==> config.mk <==
export PLATFORM = sky130hd
export DESIGN_NAME = spi_rom_burst_master
export DESIGN_NICKNAME = d
export VERILOG_FILES = /design/src/rtl/spi_rom_burst_master.sv
export SDC_FILE = /design/constraint.sdc
export NUM_CORES = 1
export LEC_CHECK = 0
export ABC_AREA = 1
export CORE_ASPECT_RATIO = 0.8
export CORE_MARGIN = 4
export CORE_UTILIZATION = 48
export CTS_CLUSTER_DIAMETER = 30
export CTS_CLUSTER_SIZE = 25
export DETAILED_ROUTE_END_ITERATION = 10
export PLACE_DENSITY = 0.74
export SKIP_CTS_REPAIR_TIMING = 1
export SYNTH_ARGS = -nofsm -noshare
export SYNTH_HDL_FRONTEND = slang
export SYNTH_SLANG_ARGS = --single-unit
export TNS_END_PERCENT = 20
==> constraint.sdc <==
create_clock -name clk -period 1.5 [get_ports clk]
set_input_delay 0.3 -clock clk [delete_from_list [all_inputs] [get_ports clk]]
set_output_delay 0.3 -clock clk [all_outputs]
set_load 0.1 [all_outputs]
==> src/rtl/spi_rom_burst_master.sv <==
// SPI mode-0 burst master: reads NUM_BYTES bytes from a combinational ROM
// starting at START_ADDR and shifts each one out MSB first on MOSI, while
// capturing one byte from MISO for every byte sent.
module spi_rom_burst_master #(
  parameter int unsigned CLK_DIV    = 2,
  parameter int unsigned NUM_BYTES  = 4,
  parameter logic [7:0]  START_ADDR = 8'h00
) (
  input  logic       clk,
  input  logic       rst,
  input  logic       start,
  output logic       busy,
  output logic       done,
  output logic [7:0] rom_addr,
  input  logic [7:0] rom_data,
  output logic       spi_cs_n,
  output logic       spi_sclk,
  output logic       spi_mosi,
  input  logic       spi_miso,
  output logic [7:0] rx_data,
  output logic       rx_valid
);

  localparam int unsigned DIV_W = $clog2(CLK_DIV) + 1;
  localparam int unsigned CNT_W = $clog2(NUM_BYTES + 1);
  localparam logic [DIV_W-1:0] DIV_LAST = DIV_W'(CLK_DIV - 1);

  typedef enum logic [1:0] {
    IDLE   = 2'd0,
    LOAD   = 2'd1,
    SHIFT  = 2'd2,
    FINISH = 2'd3
  } state_t;

  state_t           state;
  logic [DIV_W-1:0] div_cnt;
  logic [2:0]       bit_cnt;
  logic [CNT_W-1:0] byte_cnt;
  logic [6:0]       tx_sh;   // bits still to send after the one on MOSI
  logic [7:0]       rx_sh;

  // Burst sequencer, SCLK divider and both shift registers.
  always_ff @(posedge clk) begin
    if (rst) begin
      state    <= IDLE;
      div_cnt  <= '0;
      bit_cnt  <= '0;
      byte_cnt <= '0;
      tx_sh    <= '0;
      rx_sh    <= '0;
      busy     <= 1'b0;
      done     <= 1'b0;
      rom_addr <= START_ADDR;
      spi_cs_n <= 1'b1;
      spi_sclk <= 1'b0;
      spi_mosi <= 1'b0;
      rx_data  <= '0;
      rx_valid <= 1'b0;
    end else begin
      done     <= 1'b0;
      rx_valid <= 1'b0;
      case (state)
        IDLE: begin
          if (start) begin
            state    <= LOAD;
            rom_addr <= START_ADDR;
            busy     <= 1'b1;
            spi_cs_n <= 1'b0;
            byte_cnt <= '0;
          end
        end
        LOAD: begin
          spi_mosi <= rom_data[7];
          tx_sh    <= rom_data[6:0];
          div_cnt  <= '0;
          bit_cnt  <= '0;
          state    <= SHIFT;
        end
        SHIFT: begin
          if (div_cnt != DIV_LAST) begin
            div_cnt <= div_cnt + DIV_W'(1);
          end else begin
            div_cnt <= '0;
            if (!spi_sclk) begin
              // rising SCLK: sample the slave
              spi_sclk <= 1'b1;
              rx_sh    <= {rx_sh[6:0], spi_miso};
            end else begin
              // falling SCLK: advance MOSI or close the byte
              spi_sclk <= 1'b0;
              if (bit_cnt != 3'd7) begin
                bit_cnt  <= bit_cnt + 3'd1;
                spi_mosi <= tx_sh[6];
                tx_sh    <= {tx_sh[5:0], 1'b0};
              end else begin
                rx_data  <= rx_sh;
                rx_valid <= 1'b1;
                if ((32'(byte_cnt) + 32'd1) < NUM_BYTES) begin
                  byte_cnt <= byte_cnt + CNT_W'(1);
                  rom_addr <= rom_addr + 8'd1;
                  state    <= LOAD;
                end else begin
                  spi_cs_n <= 1'b1;
                  done     <= 1'b1;
                  state    <= FINISH;
                end
              end
            end
          end
        end
        FINISH: begin
          busy  <= 1'b0;
          state <= IDLE;
        end
        default: state <= IDLE;
      endcase
    end
  end

endmodule

==> results.md, run 1 <==
- Peak Freq: ~620 MHz
- Synth Area in Compound Gates: 14.7%
- IO buf count: 33
- Layout cell share with drive strength beyond 1: 31.8%
- Worst reg2reg setup slack: -110 ps
- Status: complete, but fails checks
- Wirelength per Cell: 13.8 µm
- Peak supply drop: roughly 1.4 mV
- Post-route cell area: around 3300 µm²
- Nature of the critical path endpoint: register
- Post-synth EDFFs: 0
- Wl on met1: approximately 2500 µm
- Tot GR Track Use: 18.3%
- Final Hold Vio Count: 0
- Cell area after synthesis: 2160 µm²
- Filler cell count: 302
- Grt ovf: 0
- Simple-gate share of the synthesized area: 27.1%
- Ant. Diodes: 0
- Critical path launch point: bit_cnt[1]$_SDFFE_PP0P_
- Unrepaired setup endpoints after global routing: true
- Cells after Synth: 297
- Placed instance area: 2970 µm²
- Final wirelength: 5730 µm
- Final max-slew violation count: 0
- YS warnings: 0
- Final setup viols: 13
- Metal3 WL: approximately 280 µm
- Total CTS buffers: 5
- CTS sink count: 47
- Failing checks: negative setup slack
- Crit-path slowest cell: dfxtp_2
- Critical Path Max Stage Delay: between 300 and 400 ps
- DR WL met2: 2840 µm
- Largest family of logic cells by synthesized area: simple AND/OR/NAND/NOR gates
- R2R depth: 9
- Largest net degree at the start of global routing: 30
- End of the worst hold path: div_cnt[1]$_SDFFE_PP0P_
- ANT nets after route: 0
- Setup ws final: -111 ps
- Critical path class: register to register
- Starting density of the core: 50.7%
- Die area: 5640 µm²
- CTS Buffer Depth: 2
- Max-Cap Viols: 0
- Initial antenna violation count: 0
- Crit-path cells: ha_4 > ha_4 > buf_6 > nor2_4 > a21oi_2 > nand3_2 > nor2_4 > nand2_1 > a21oi_2
- Sequential cell area fraction in the yosys report: 43.6%
- Worst Path Required: approximately 1700 ps
- Post-DR vias/cell: 5.03
- First-pass GRT wire length: 8340 µm
- Final HPWL DP: about 3600 µm
- Adder-Cell Fraction of Synth Area: under 10%
- Fin crit period: 1610 ps
- CP delay by family, top: simple AND/OR/NAND/NOR gates
- Die Width: approximately 83 µm
- Die height: 68.0 µm
- Core ar.: between 4000 and 5000 µm²
- Top-Level Pins: 34
- CP Launch Type: register
- Worst Path Buf+Inv: 1
- Min-Delay Path Class: register to register
- Arr. time, crit path: 1850 ps
- DR DRC count: 0
- Setup TNS: -553 ps
- DRT Pass-1 Iters: 4
- Pre-CTS WS: -217 ps
- Syn-to-layout area delta: 52.8%
- Syn avg cell area: 7.27 µm²
- Vias in the first global route: 1907
- First DRT Iteration DRCs: 132
- Syn Nets: 318
- Static Leak: 0.00135 µW
- Hold_sp: div_cnt[1]$_SDFFE_PP0P_
- Clock latency on the worst-skew pair: 310 ps
- Most frequent cells in the layout: 51 x nand2_1, 48 x nor2_1, 35 x dfxtp_1
- Row cnt: 21
- CTS tree: built
- XOR/XNOR Fraction of Synth Area: 0.811%
- CTS Root Buffer Type: clkbuf_8
- Reg clk slew, reported paths: around 90 ps
- Hold Path Stages: 2
- Routed vias: 2094
- H-tree depth: 2
- Final hold slack: about 450 ps
- Worst Tran Pin Value: 285 ps
- Netlist cell types: 29
- Commonest non-fill, non-tap cell in the layout: nand2_1
- Final nets: 379
- FFs w/ async S/R, synth: 0%
- Period utilization: 107%
- Cell Pwr Density: 1460 nW/µm²
- GPL Wtd Cong: approximately 0.86
- R2R Path End: byte_cnt[0]$_SDFFE_PP0P_
- Layout Utilization: 77.5%
- Highest routing layer actually used: met4
- Slew headroom: ~81%
- Synth Register Bits: 47
- Multiplexer share of the synthesized area: 0%
- Synth Flop Type: dfxtp_1
- RR Startpoint: bit_cnt[1]$_SDFFE_PP0P_
- Critical path fanouts, max: 6
- Clock Skews: 7.15 ps
cells by family (layout without fill, tap and decap cells):
group           after synthesis  after routing
simple gates                134            134
compound gates               62             62
flops                        47             47
buf+inv                      43            105
fa+ha+maj                     9              9
xor+xnor                      2              2
cell type report:
class                   instances  area (µm²)  area share (%)
clock buffers                   6        82.6            2.50
clock inverters                 2        15.0           0.455
inverters                      32         125            3.79
multi-input cells             207        1180            35.7
flip-flops and latches         47         966            29.3
well taps                      57        71.3            2.16
repair buffers                 65         862            26.1
per-layer routing:
metal / vias up / track usage, %
met4: 0 / 8.78
met2: 53 / 30.6
met1: 952 / 22.7
met5: - / 0
li1: 1078 / -
met3: 11 / 4.21
cell usage after synthesis (3+ instances only):
master	n	share of area [%]
clkbuf_1	3	0.52
ha_1	9	5.2
inv_2	3	0.52
nand4_1	5	1.4
nand2_1	56	9.7
dfxtp_1	47	44
nor2_1	52	9.0
inv_1	28	4.9
a21oi_1	25	5.8
nand3_1	8	1.9
buf_2	6	1.4
o21ai_0	33	7.6
worst min-delay path, delay by kind of cell (launching register included):
kind | cells | cell delay [ps]
buffers and inverters | 1 | 70
flip-flops | 1 | 300
AND/OR/NAND/NOR | 1 | 40
sequential cells by signal, summed over array words and instances, names as in the netlist:
name / cells
bit_cnt: 3
busy: 1
byte_cnt: 3
div_cnt: 2
done: 1
rom_addr: 8
rx_data: 8
rx_sh: 8
rx_valid: 1
spi_cs_n: 1
spi_mosi: 1
spi_sclk: 1
state: 2
tx_sh: 7
worst max path at each step:
stage	endpoint	slack, ps	cells past startpoint
global placement	byte_cnt[1]$_SDFFE_PP0P_	-180	10
detailed placement	byte_cnt[0]$_SDFFE_PP0P_	-220	9
global route	byte_cnt[0]$_SDFFE_PP0P_	-190	9
finish	byte_cnt[0]$_SDFFE_PP0P_	-110	9
CTS	rom_addr[0]$_SDFFE_PP0P_	-230	10
floorplan	rom_addr[0]$_SDFFE_PP0P_	20	10
through the flow:
step / cells / power [µW]
6_report: 416 / 4810
5_1_grt: 416 / 5070
2_1_floorplan: 297 / 2780
3_3_place_gp: 403 / 3390
3_5_place_dp: 403 / 3440
4_1_cts: 411 / 4260
power by group:
group | total (µW) | leakage [µW] | internal (µW) | switching [µW]
Sequential | 1520 | 0.000389 | 1410 | 109
Clock | 812 | 0.0000517 | 378 | 434
Combinational | 2480 | 0.000906 | 1100 | 1380
Total | 4810 | 0.00135 | 2880 | 1930
Note: power is estimated with default switching activity, not from simulation.
==> run 2, diff against run 1 <==
--- a/config.mk
+++ b/config.mk
@@ -10,7 +10,6 @@
 export CORE_MARGIN = 4
 export CORE_UTILIZATION = 48
 export CTS_CLUSTER_DIAMETER = 30
-export CTS_CLUSTER_SIZE = 25
 export DETAILED_ROUTE_END_ITERATION = 10
 export PLACE_DENSITY = 0.74
 export SKIP_CTS_REPAIR_TIMING = 1
==> results of run 2 <==
No change in the layout: final DEF, timing and power equal those of run 1.
==> run 3, diff against run 2 <==
--- a/config.mk
+++ b/config.mk
@@ -6,12 +6,14 @@
 export NUM_CORES = 1
 export LEC_CHECK = 0
 export ABC_AREA = 1
+export CAP_MARGIN = 30
 export CORE_ASPECT_RATIO = 0.8
 export CORE_MARGIN = 4
 export CORE_UTILIZATION = 48
 export CTS_CLUSTER_DIAMETER = 30
 export DETAILED_ROUTE_END_ITERATION = 10
 export PLACE_DENSITY = 0.74
+export RECOVER_POWER = 25
 export SKIP_CTS_REPAIR_TIMING = 1
 export SYNTH_ARGS = -nofsm -noshare
 export SYNTH_HDL_FRONTEND = slang
==> results of run 3 <==
No change in the layout: final DEF, timing and power equal those of run 1.
